**src/rtl/mwc_pkg.sv**
```systemverilog
// Shared types and helpers for the microwave cook controller.
// State encoding, BCD digit width and the magnetron on-threshold calculation.
package mwc_pkg;

  localparam int STATE_W = 3;
  localparam int BCD_W   = 4;

  typedef enum logic [STATE_W-1:0] {
    IDLE  = 3'd0,
    READY = 3'd1,
    COOK  = 3'd2,
    PAUSE = 3'd3,
    DONE  = 3'd4
  } state_e;

  // Number of duty slots per period during which the magnetron is on at a given power level.
  function automatic int on_threshold(input int power, input int duty_period, input int power_levels);
    return ((power + 1) * duty_period) / power_levels;
  endfunction

endpackage

```
**src/rtl/mwc_bcd_down_counter.sv**
```systemverilog
// Multi-digit BCD down counter: clamped preset load, decrement with borrow, zero flags.
// Priority of controls: clear, then load, then decrement.
module mwc_bcd_down_counter
  import mwc_pkg::*;
#(
  parameter int DIGITS = 4
) (
  input  logic                    clk,
  input  logic                    reset,
  input  logic                    i_clear,
  input  logic                    i_load,
  input  logic                    i_dec,
  input  logic [BCD_W*DIGITS-1:0] i_preset,
  output logic [BCD_W*DIGITS-1:0] o_value,
  output logic                    o_zero,
  output logic                    o_preset_zero,
  output logic                    o_dec_zero
);

  localparam int W = BCD_W * DIGITS;

  logic [W-1:0] r_value;
  logic [W-1:0] w_clamped;
  logic [W-1:0] w_dec;

  // NOTE: every combinational output gets a default before any branch, so no latch is inferred.
  always_comb begin
    w_clamped = '0;
    for (int d = 0; d < DIGITS; d++) begin
      w_clamped[d*BCD_W +: BCD_W] = (i_preset[d*BCD_W +: BCD_W] > 4'd9) ? 4'd9
                                                                      : i_preset[d*BCD_W +: BCD_W];
    end
  end

  always_comb begin
    logic w_borrow;
    w_dec    = r_value;
    w_borrow = 1'b1;
    for (int d = 0; d < DIGITS; d++) begin
      if (w_borrow) begin
        if (r_value[d*BCD_W +: BCD_W] == 4'd0) begin
          w_dec[d*BCD_W +: BCD_W] = 4'd9;
        end else begin
          w_dec[d*BCD_W +: BCD_W] = r_value[d*BCD_W +: BCD_W] - 4'd1;
          w_borrow                = 1'b0;
        end
      end
    end
  end

  // NOTE: sequential state uses non-blocking assignments so every flop samples pre-edge values.
  always_ff @(posedge clk or posedge reset) begin
    if (reset) begin
      r_value <= '0;
    end else if (i_clear) begin
      r_value <= '0;
    end else if (i_load) begin
      r_value <= w_clamped;
    end else if (i_dec) begin
      r_value <= w_dec;
    end
  end

  assign o_value       = r_value;
  assign o_zero        = (r_value == '0);
  assign o_preset_zero = (w_clamped == '0);
  assign o_dec_zero    = (w_dec == '0);

endmodule

```
**src/rtl/microwave_cook_ctrl.sv**
```systemverilog
// Microwave cook controller: safety-prioritised FSM, BCD countdown, power duty cycling.
// Optional beep after completion is enabled by defining MWC_BEEP_EN.
module microwave_cook_ctrl
  import mwc_pkg::*;
#(
  parameter  int DIGITS       = 4,
  parameter  int TICK_DIV     = 50_000_000,
  parameter  int POWER_LEVELS = 5,
  parameter  int DUTY_PERIOD  = 10,
  parameter  int BEEP_TICKS   = 3,
  localparam int PW           = (POWER_LEVELS > 1) ? $clog2(POWER_LEVELS) : 1
) (
  input  logic                    clk,
  input  logic                    reset,
  input  logic                    startn,
  input  logic                    stopn,
  input  logic                    clearn,
  input  logic                    door_closed,
  input  logic                    load,
  input  logic [BCD_W*DIGITS-1:0] preset_bcd,
  input  logic [PW-1:0]           power_sel,
  output logic                    mag_on,
  output logic [BCD_W*DIGITS-1:0] remaining_bcd,
  output logic [STATE_W-1:0]      state_o,
  output logic                    done,
  output logic                    beep
);

  localparam int PRE_W  = $clog2(TICK_DIV);
  localparam int DUTY_W = (DUTY_PERIOD > 1) ? $clog2(DUTY_PERIOD) : 1;

  localparam logic [PRE_W-1:0]  PRE_LAST  = PRE_W'(TICK_DIV - 1);
  localparam logic [DUTY_W-1:0] DUTY_LAST = DUTY_W'(DUTY_PERIOD - 1);
  localparam logic [PW-1:0]     POWER_MAX = PW'(POWER_LEVELS - 1);

  if ((TICK_DIV < 2) || (POWER_LEVELS < 1) || ((DUTY_PERIOD % POWER_LEVELS) != 0) ||
      (BEEP_TICKS < 1)) begin : g_param_check
    $error("microwave_cook_ctrl: unsupported parameter combination");
  end

  state_e            r_state;
  state_e            w_state_nx;
  logic              r_startn_q;
  logic              r_stopn_q;
  logic [PRE_W-1:0]  r_pre;
  logic [PRE_W-1:0]  w_pre_nx;
  logic [DUTY_W-1:0] r_duty;
  logic [DUTY_W-1:0] w_duty_nx;
  logic [PW-1:0]     r_power;
  logic [PW-1:0]     w_power_nx;
  logic [PW-1:0]     w_power_sat;
  logic              r_mag_on;
  logic              r_done;
  logic              w_mag_nx;

  logic w_start_ev;
  logic w_stop_ev;
  logic w_tick;
  logic w_cnt_clear;
  logic w_cnt_load;
  logic w_cnt_dec;
  logic w_cnt_zero;
  logic w_preset_zero;
  logic w_dec_zero;

  assign w_start_ev  = r_startn_q & ~startn;
  assign w_stop_ev   = r_stopn_q & ~stopn;
  assign w_tick      = (r_state == COOK) && (r_pre == PRE_LAST);
  assign w_power_sat = (power_sel > POWER_MAX) ? POWER_MAX : power_sel;

  mwc_bcd_down_counter #(
    .DIGITS (DIGITS)
  ) u_counter (
    .clk           (clk),
    .reset         (reset),
    .i_clear       (w_cnt_clear),
    .i_load        (w_cnt_load),
    .i_dec         (w_cnt_dec),
    .i_preset      (preset_bcd),
    .o_value       (remaining_bcd),
    .o_zero        (w_cnt_zero),
    .o_preset_zero (w_preset_zero),
    .o_dec_zero    (w_dec_zero)
  );

  // Each state tests its events in safety order: clear, stop/door, expiry, start, load.
  always_comb begin
    w_state_nx  = r_state;
    w_pre_nx    = r_pre;
    w_duty_nx   = r_duty;
    w_power_nx  = r_power;
    w_cnt_clear = 1'b0;
    w_cnt_load  = 1'b0;
    w_cnt_dec   = 1'b0;
    case (r_state)
      IDLE: begin
        if (!clearn) begin
          w_cnt_clear = 1'b1;
        end else if (load) begin
          w_cnt_load = 1'b1;
          if (!w_preset_zero) w_state_nx = READY;
        end
      end
      READY: begin
        if (!clearn) begin
          w_cnt_clear = 1'b1;
          w_state_nx  = IDLE;
        end else if (w_start_ev && door_closed && !w_cnt_zero) begin
          w_state_nx = COOK;
          w_pre_nx   = '0;
          w_duty_nx  = '0;
          w_power_nx = w_power_sat;
        end else if (load) begin
          w_cnt_load = 1'b1;
          w_state_nx = w_preset_zero ? IDLE : READY;
        end
      end
      COOK: begin
        if (!clearn) begin
          w_cnt_clear = 1'b1;
          w_state_nx  = IDLE;
        end else if (w_stop_ev || !door_closed) begin
          w_state_nx = PAUSE;
        end else if (w_tick) begin
          w_cnt_dec = 1'b1;
          w_pre_nx  = '0;
          w_duty_nx = (r_duty == DUTY_LAST) ? '0 : r_duty + 1'b1;
          if (w_dec_zero) w_state_nx = DONE;
        end else begin
          w_pre_nx = r_pre + 1'b1;
        end
      end
      PAUSE: begin
        if (!clearn || w_stop_ev) begin
          w_cnt_clear = 1'b1;
          w_state_nx  = IDLE;
        end else if (w_start_ev && door_closed) begin
          w_state_nx = COOK;
        end
      end
      DONE:    w_state_nx = IDLE;
      default: w_state_nx = IDLE;
    endcase
  end

  assign w_mag_nx = (w_state_nx == COOK) && door_closed &&
                    (int'(w_duty_nx) < on_threshold(int'(w_power_nx), DUTY_PERIOD, POWER_LEVELS));

  always_ff @(posedge clk or posedge reset) begin
    if (reset) begin
      r_state    <= IDLE;
      r_startn_q <= 1'b1;
      r_stopn_q  <= 1'b1;
      r_pre      <= '0;
      r_duty     <= '0;
      r_power    <= '0;
      r_mag_on   <= 1'b0;
      r_done     <= 1'b0;
    end else begin
      r_state    <= w_state_nx;
      r_startn_q <= startn;
      r_stopn_q  <= stopn;
      r_pre      <= w_pre_nx;
      r_duty     <= w_duty_nx;
      r_power    <= w_power_nx;
      r_mag_on   <= w_mag_nx;
      r_done     <= (w_state_nx == DONE) && (r_state != DONE);
    end
  end

  assign mag_on  = r_mag_on;
  assign done    = r_done;
  assign state_o = r_state;

`ifdef MWC_BEEP_EN
  // The cook prescaler freezes outside COOK, so the beep keeps its own free-running one.
  localparam int BEEP_W = $clog2(BEEP_TICKS + 1);

  logic [BEEP_W-1:0] r_beep_cnt;
  logic [PRE_W-1:0]  r_beep_pre;

  always_ff @(posedge clk or posedge reset) begin
    if (reset) begin
      r_beep_cnt <= '0;
      r_beep_pre <= '0;
    end else if ((w_state_nx == DONE) && (r_state != DONE)) begin
      r_beep_cnt <= BEEP_W'(BEEP_TICKS);
      r_beep_pre <= '0;
    end else if (!clearn || w_start_ev) begin
      r_beep_cnt <= '0;
      r_beep_pre <= '0;
    end else if (r_beep_cnt != '0) begin
      if (r_beep_pre == PRE_LAST) begin
        r_beep_pre <= '0;
        r_beep_cnt <= r_beep_cnt - 1'b1;
      end else begin
        r_beep_pre <= r_beep_pre + 1'b1;
      end
    end
  end

  assign beep = (r_beep_cnt != '0);
`else
  assign beep = 1'b0;
`endif

endmodule
```
**config.mk**
```make
export PLATFORM = sky130hd
export DESIGN_NAME = microwave_cook_ctrl
export DESIGN_NICKNAME = d
export VERILOG_FILES = /design/src/rtl/mwc_pkg.sv /design/src/rtl/mwc_bcd_down_counter.sv /design/src/rtl/microwave_cook_ctrl.sv
export SDC_FILE = /design/constraint.sdc
export NUM_CORES = 1
export LEC_CHECK = 0
export ABC_AREA = 1
export ABC_CLOCK_PERIOD_IN_PS = 6600
export CAP_MARGIN = 20
export CORE_MARGIN = 4
export CORE_UTILIZATION = 60
export CTS_CLUSTER_SIZE = 30
export DETAILED_ROUTE_END_ITERATION = 8
export PLACE_DENSITY = 0.95
export SYNTH_ARGS = -nofsm -noshare
export SYNTH_HDL_FRONTEND = slang
export SYNTH_SLANG_ARGS = --single-unit
```
**constraint.sdc**
```tcl
create_clock -name clk -period 6.6 [get_ports clk]
set_clock_uncertainty 0.2 [all_clocks]
set_input_delay 1.32 -clock clk [delete_from_list [all_inputs] [get_ports clk]]
set_output_delay 1.32 -clock clk [all_outputs]
set_load 0.02 [all_outputs]
```
Word-level counts from Yosys, hierarchy flattened
Index checks and enable logic that the tools add are counted.

storage, ports and cells
  output and inout bits = 22
  input port bits = 26
  word-level logic and storage cells = 125
  register bits after elaboration = 56

operators by class
  order comparisons = 6
  mux-type cells = 62
  reduce and logical (&&, ||, !) cells = 23
  multipliers = 1
  bitwise operators = 4
  div/mod/pow operators = 1
  equal/unequal tests = 12
  $add $sub $neg = 7

operators with widths
  operator                 count
  $mux W26                 5
  $mux W4                  17
  $pmux W26 S2             1
  $logic_not A16 Y1        3
  $mux W16                 3
  $mux W3                  16
  $div A32 B4 Y32 const B  1
  $lt A5 B32 Y1            1
  $add A26 B1 Y26 const B  1
  $eq A26 B26 Y1 const B   1
  $gt A4 B4 Y1 const B     4
  $logic_not A4 Y1         4
  $mux W1                  16
  $sub A4 B1 Y4 const B    4
  $pmux W3 S4              1
  $eq A3 B2 Y1 const B     3
  $ne A2 B2 Y1 const B     4
  $pmux W4 S2              1
  $mul A4 B3 Y7 const B    1
  $logic_and A1 B1 Y1      6
  $reduce_and A5 Y1        1
  $add A3 B1 Y4 const B    1
  $add A4 B1 Y4 const B    1
  $eq A4 B4 Y1 const B     1
  13 further kinds         19

Logic depth before layout (Yosys ltp)
  depth in word-level cells = 14
  depth in mapped cells = 33
  gate-level depth less buffers = 33

By module
A second synthesis with hierarchy kept.

second synthesis, totals
  cells, all modules = 584
  area, all modules = 4195.3 um2

by module, submodules not included
  module                instances  area each (um2)  cells an instance  seq. area each (um2)
  microwave_cook_ctrl   1          2986.6           389                1003.5
  mwc_bcd_down_counter  1          1208.7           195                400.4

Worst setup path after synthesis
OpenSTA, ideal clock, no wires.

  kind = input to register
  start = input port door_closed
  end = register r_mag_on (netlist: mag_on)
  stages on the path = 28
  setup slack = 1378 ps
  data required time = 6329 ps
  data arrival time = 4951 ps
  setup time = 71 ps
  path buffers = 0
  cells stage by stage = nand2_1 -> nor2_2 -> nand3_4 -> nand2_1 -> nand2_1 -> inv_1 -> ha_1 -> ha_1 -> ha_1 -> inv_1 -> fa_1 -> inv_1 -> nand3_1 -> nand2_1 -> nand2_1 -> ha_1 -> nor2_1 -> nor2_2 -> nor2_1 -> nand2_1 -> a21oi_1 -> nor2_1 -> ha_1 -> a21oi_1 -> nand2_1 -> nand2_1 -> nor2_1 -> nor2_1

on the way
  longest elaborated chain between the ends = 10

RTL lines
  element                           RTL line                    RTL
  start: declaration                microwave_cook_ctrl.sv:18   input logic door_closed,
  $logic_and A1 B1 Y1 (2 in a row)  microwave_cook_ctrl.sv:108  end else if (w_start_ev && door_closed && !w_cnt_zero) begin
  $mux W3                           microwave_cook_ctrl.sv:108
  $mux W3                           microwave_cook_ctrl.sv:105  if (!clearn) begin
  $mux W3                           microwave_cook_ctrl.sv:95   case (r_state)
  net w_power_nx[0]                 microwave_cook_ctrl.sv:50   logic [PW-1:0] w_power_nx;
  $add A3 B1 Y4                     mwc_pkg.sv:18               return ((power + 1) * duty_period) / power_levels;
  $mul A4 B3 Y7                     mwc_pkg.sv:18
  $div A32 B4 Y32                   mwc_pkg.sv:18
  $lt A5 B32 Y1                     microwave_cook_ctrl.sv:147  (int'(w_duty_nx) < on_threshold(int'(w_power_nx), DUTY_PERIOD, POWER_LEVELS));
  $logic_and A1 B1 Y1               microwave_cook_ctrl.sv:146  assign w_mag_nx = (w_state_nx == COOK) && door_closed &&
  net w_mag_nx                      microwave_cook_ctrl.sv:54   logic w_mag_nx;
  end signal: assignment            microwave_cook_ctrl.sv:166  r_mag_on <= w_mag_nx;
  end: declaration                  microwave_cook_ctrl.sv:52   logic r_mag_on;

The timed path passes the listed nets, and every way through them passes these cells.
A chain may end at the register's enable or synchronous reset.

Final worst setup path
  start = input port clearn
  end = register r_mag_on (netlist: mag_on)

on the way
  longest elaborated chain between the ends = 7

RTL lines
  element              RTL line                    RTL
  start: declaration   microwave_cook_ctrl.sv:17   input logic clearn,
  $mux W3              microwave_cook_ctrl.sv:105
  $mux W3              microwave_cook_ctrl.sv:95
  net w_power_nx[0]    microwave_cook_ctrl.sv:50
  $add A3 B1 Y4        mwc_pkg.sv:18
  $mul A4 B3 Y7        mwc_pkg.sv:18
  $div A32 B4 Y32      mwc_pkg.sv:18
  $lt A5 B32 Y1        microwave_cook_ctrl.sv:147
  $logic_and A1 B1 Y1  microwave_cook_ctrl.sv:146
  net w_mag_nx         microwave_cook_ctrl.sv:54

The timed path passes the listed nets, and every way through them passes these cells.

==> run_results.csv <==
group,metric,value,unit
sta,period_share,89.3,%
cts,cts_hold_buf,0,
place,post-place-ws,418,ps
global_route,grtUsageTotal,26.1,%
global_route,first_global_vias,3931,
yosys,synth_area_leaders,"dfrtp_1, nand2_1, inv_1",
route,antenna_left,0,
sta,fin_ws,706,ps
floorplanning,ioPinCount,48,
pwr,irDropWorstVdd,0.162,mV
pwr,p_leak,2.05,nW
cts,clk_latency,320,ps
global_route,grt_pass1_wl,16800,um
yosys,postSynthRegisterBits,56,
cells_and_area,syn_to_final_growth,15.5,%
critical_path,endpoint_kind,"flop",
cts,clkSinkCount,56,
critical_path,cp_common_cell,"nand2_1",
yosys,synthesis.nets,582,
cells_and_area,nets,629,
cells_and_area,drive_gt1_share,10.2,%
global_route,grt_max_degree,57,
yosys,yosysUniqueCellTypes,54,
yosys,synthFlopType,"dfrtp_1",
yosys,yosysMostFrequentCell,"nand2_1",
sta,setup_viol,0,
sta,layout_min_cycle_time,5890,ps
yosys,yosysWarningCount,0,
critical_path,critPathMaxFanout,7,
critical_path,critPathMaxStageDelay,530,ps
yosys,syn_area,4000,sq um
sta,final_max_slew_viol_count,0,
cts,cts.path.max_buffers,2,
pwr,power,1.08,mW
route,routed_wl,9920,um
floorplanning,std_cell_rows,29,
route,wire_per_inst,14.9,um
sta,slew_headroom,52.4,%
yosys,synth_top_area_share,33.8,%
cts,postCtsSetupBuffers,0,
place,gp_congestion,0.980,
cts,cts_tree,"built",
place,port_buffers,46,
yosys,syn_inst,543,
cells_and_area,fillers,436,
yosys,async_reset_ff_share,100,%
route,viasPerCell,5.98,
cts,root_buffer,"clkbuf_8",
cells_and_area,insertedDiodeCount,0,
yosys,synth-edff-count,0,
global_route,grt_overflow,0,
cts,numCtsBuffers,5,
place,dp_hpwl,7510,um
critical_path,critPathKind,"input port to flop",
sta,fmax,170,MHz
critical_path,critPathSlowestCell,"clkdlybuf4s50_1",
sta,hold_slack,313,ps
worst_hold_path,hold_path_class,"flop to flop",
route,first_iter_violations,273,
global_route,grt_antenna_before_repair,0,
critical_path,start_kind,"input port",
critical_path,cp.required,6650,ps
yosys,synth.avg_cell_area,7.37,sq um
critical_path,rrSetupSlack,1580,ps
sta,worstMarginPinSlew,706,ps
pwr,p_per_area,233,nW/um^2
yosys,seq_area_frac_synth,35.1,%
cts,cts-resized-gates,0,
route,dr.pass1.iters,5,
yosys,yosys.area.top_type,"dfrtp_1",
sta,rsz0062_at_grt,"no",
floorplanning,die_area,8040,sq um
outcome,run_status,"finished clean",
sta,setup-tns-final,0,ps
floorplanning,die_h,89.7,um
route,vias,3997,
route,drc,0,
sta,hold_violations,0,
critical_path,crit_arrival,5940,ps
floorplanning,core,6420,sq um
floorplanning,die_w,89.7,um
yosys,ys_top_cells_by_count,"nand2_1, inv_1, nor2_1",
floorplanning,initial_core_util,62.3,%
run,drv_cap,0,
cts,htreeDepth,2,
cells_and_area,fin_util,72.0,%
cts,path_clk_slew,100,ps
-- power breakdown --
group          switching (mW)  internal (mW)
clock                   0.113         0.0841
combinational           0.294          0.175
sequential             0.0372          0.375
-- cell type report --
| cell class | count | area [sq um] | share of cell area, % |
|---|---|---|---|
| Clock buffer | 6 | 82.6 | 1.79 |
| Clock inverter | 2 | 10.0 | 0.216 |
| Inverter | 91 | 342 | 7.39 |
| Multi-Input combinational cell | 389 | 2220 | 48.1 |
| Sequential cell | 56 | 1400 | 30.4 |
| Tap cell | 77 | 96.3 | 2.08 |
| Timing Repair Buffer | 47 | 468 | 10.1 |
-- final timing paths --
path	start	depth (start not counted)	to
min in group asynchronous	reset	3	u_counter.o_value[4]
max in group asynchronous	reset	3	r_power[1]
max reg2reg	u_counter.o_value[3]	30	mag_on
min reg2reg	r_pre[0]	1	r_pre[0]
max	clearn	29	mag_on
min	r_pre[0]	1	r_pre[0]
-- logic make-up after synthesis --
logic type	share of synthesized area, %
simple gates	35.5
buf+inv	9.44
compound gates	13.6
flops	35.1
fa+ha+maj	4.25
xor+xnor	1.75
other cells	0.0937
mux	0.250
-- routing by layer --
layer,global-route usage [%],wire length (um)
met5,0,0
met4,10.1,195
met3,3.65,647
met2,48.0,5140
met1,30.5,3950
-- sequential cells by signal, indices dropped and copies added, names as in the netlist, named ones only --
name               count
r_pre                 26
state_o                3
r_power                3
r_duty                 3
u_counter.o_value     16
r_stopn_q              1
mag_on                 1
r_startn_q             1
done                   1
-- per-stage QoR --
stage	cell area, sq um	cells
final	4620	668
after global routing	4620	668
after CTS	4620	668
after detailed placement	4530	660
after global placement	4530	660
after floorplan	4000	543
-- worst max-delay path: cells and delay by family --
kind	cells	cell delay, ps
adder cells (fa/ha/maj)	6	1770
buffers and inverters	5	990
AO/OA/AOI/OAI	2	330
AND/OR/NAND/NOR	16	1520
-- cell usage in the layout, fill, tap and decap left out, types with 2 or more instances in the layout --
cell type         n
o21ai_1          11
inv_2             9
o21ai_2           2
nor3_1           18
o21a_1            2
ha_1             12
nand2_2           6
nand4_2           2
xnor2_1           4
a211oi_1          2
inv_1            81
o31ai_1           3
a2bb2oi_1         2
clkbuf_8          6
a21oi_1          17
o22ai_1           9
o211ai_1          4
clkdlybuf4s50_1  46
dfrtp_1          54
nand3_4           2
nor3_4            2
o21ai_0          25
nand3_1          35
dfstp_2           2
nor2_2            9
xor2_1            4
nand2_1          99
nor3b_1           4
nor2_4            8
clkinv_2          2
nor2_1           62
nor4_1            7
nand4_1          12
a22oi_1           2
nand2_4           4
nand3b_1          3
(Power assumes the default switching activity.)
==> edit, RTL diff (same settings) <==
`DIGITS` is set to 4 in 2 places; all go to 6.
--- a/src/rtl/mwc_bcd_down_counter.sv
+++ b/src/rtl/mwc_bcd_down_counter.sv
@@ -3,7 +3,7 @@
 module mwc_bcd_down_counter
   import mwc_pkg::*;
 #(
-  parameter int DIGITS = 4
+  parameter int DIGITS = 6
 ) (
   input  logic                    clk,
   input  logic                    reset,
--- a/src/rtl/microwave_cook_ctrl.sv
+++ b/src/rtl/microwave_cook_ctrl.sv
@@ -3,7 +3,7 @@
 module microwave_cook_ctrl
   import mwc_pkg::*;
 #(
-  parameter  int DIGITS       = 4,
+  parameter  int DIGITS       = 6,
   parameter  int TICK_DIV     = 50_000_000,
   parameter  int POWER_LEVELS = 5,
   parameter  int DUTY_PERIOD  = 10,
Ports: changed (resized preset_bcd and remaining_bcd); port bits go from 48 to 64. No check against the original RTL was run, so the function may have changed too.
==> edit against the unedited design <==
Global-route usage rose by 2.1 points; cell area increased by 23%; critical endpoint unchanged; via count is 25% higher; setup slack got worse by 290 ps; synthesized area increased by 20%; sequential cell count is 8 higher; routed wire length rose by 32%.
Power is not compared: it rests on default switching activity, and its combinational part moved more than twofold at a synthesized area within 25%.
==> edit: results <==
metrics = {
    "routing": {
        "drt-initial-drc-count": 435,
        "via_count": 4984,
        "drt_wl_total_mm": 13.1,
    },
    "yosys": {
        "synth-xor-area-share": 0.00912,
        "ys_types": 61,
        "synth_common_cells": "115 x nand2_1, 98 x inv_1, 68 x nor2_1",
        "synthMuxAreaShare": 0.00235,
        "synth_compound_area_frac": 0.168,
        "ys_seq_elements": 64,
        "synthAdderAreaFrac": 0.0381,
        "ys_seq_area_frac": 0.334,
        "synth_fp_nets": 707,
    },
    "sta": {
        "relSlewSlack": 0.302,
        "timing.hold.ws_ps": 290,
    },
    "cts": {
        "htree_levels": 3,
        "clk_latency_ps": 350,
        "clk_pin_slew_ps": 60,
        "cts_buffers": 9,
    },
    "finish": {
        "n_all_buffers": 66,
        "layout-drive-gt1-share": 0.108,
        "clk_share": 0.0277,
        "nonClkBufAreaFrac": 0.114,
        "multiInputCombCellCount": 478,
        "fillers": 593,
        "nets": 774,
        "seqCellArea_mm2": 0.00160,
        "n_all_inverters": 107,
        "multi_input_area_mm2": 0.00274,
    },
    "hold_path": {
        "hold_path_end": "r_pre[23]$_DFFE_PP0P_",
        "min_from": "r_pre[23]$_DFFE_PP0P_",
    },
    "grt": {
        "grt_max_degree": 65,
        "grt_pass1_wl_mm": 22.3,
        "grtUsageTotal": 0.283,
    },
    "outcome": {
        "outcome": "completed",
    },
    "placement": {
        "hpwlAfterDp_mm": 10.0,
        "port_buffers": 62,
    },
    "critical_path": {
        "cp_max_fo": 6,
        "ff2ff_setup_slack_ps": 1260,
        "cp_top_family": "adder cells",
        "reg2reg_depth": 29,
        "timing.rr.start": "u_counter.o_value[8]$_DFFE_PP0P_",
    },
    "power_and_ir_drop": {
        "vdd_drop_max_mv": 0.360,
    },
}
edit: cell types whose count changed after synthesis, sizes merged, moves of 6 or more:
cell   unedited run  this run
o21ai            39        47
dfrtp            54        62
inv              90       105
nand2           109       131
nor3             20        26
a21oi            18        26
nand3            38        55
edit: layer usage:
metal / vias to the layer above / wire length, um / track usage
met2: 257 / 6320 / 0.448
met5: - / 0 / 0
met1: 2325 / 5320 / 0.379
met3: 38 / 1130 / 0.0510
met4: 0 / 368 / 0.124
li1: 2364 / - / -
edit: through the flow:
stage | std cells | instance area [um2] | setup WS (ps)
floorplan | 659 | 4800 | 832
global route | 833 | 5690 | 14.0
detailed placement | 817 | 5530 | 36.5
finish | 833 | 5690 | 420
CTS | 833 | 5690 | 358
global placement | 817 | 5530 | 299
edit: what timing repair did:
item | 4_1_cts | 5_1_grt
hold buffers | 0 | 0
endpoints found under the hold margin | 0 | 0
gates resized for setup | 0 | 1
endpoints found under the setup margin | 0 | 1
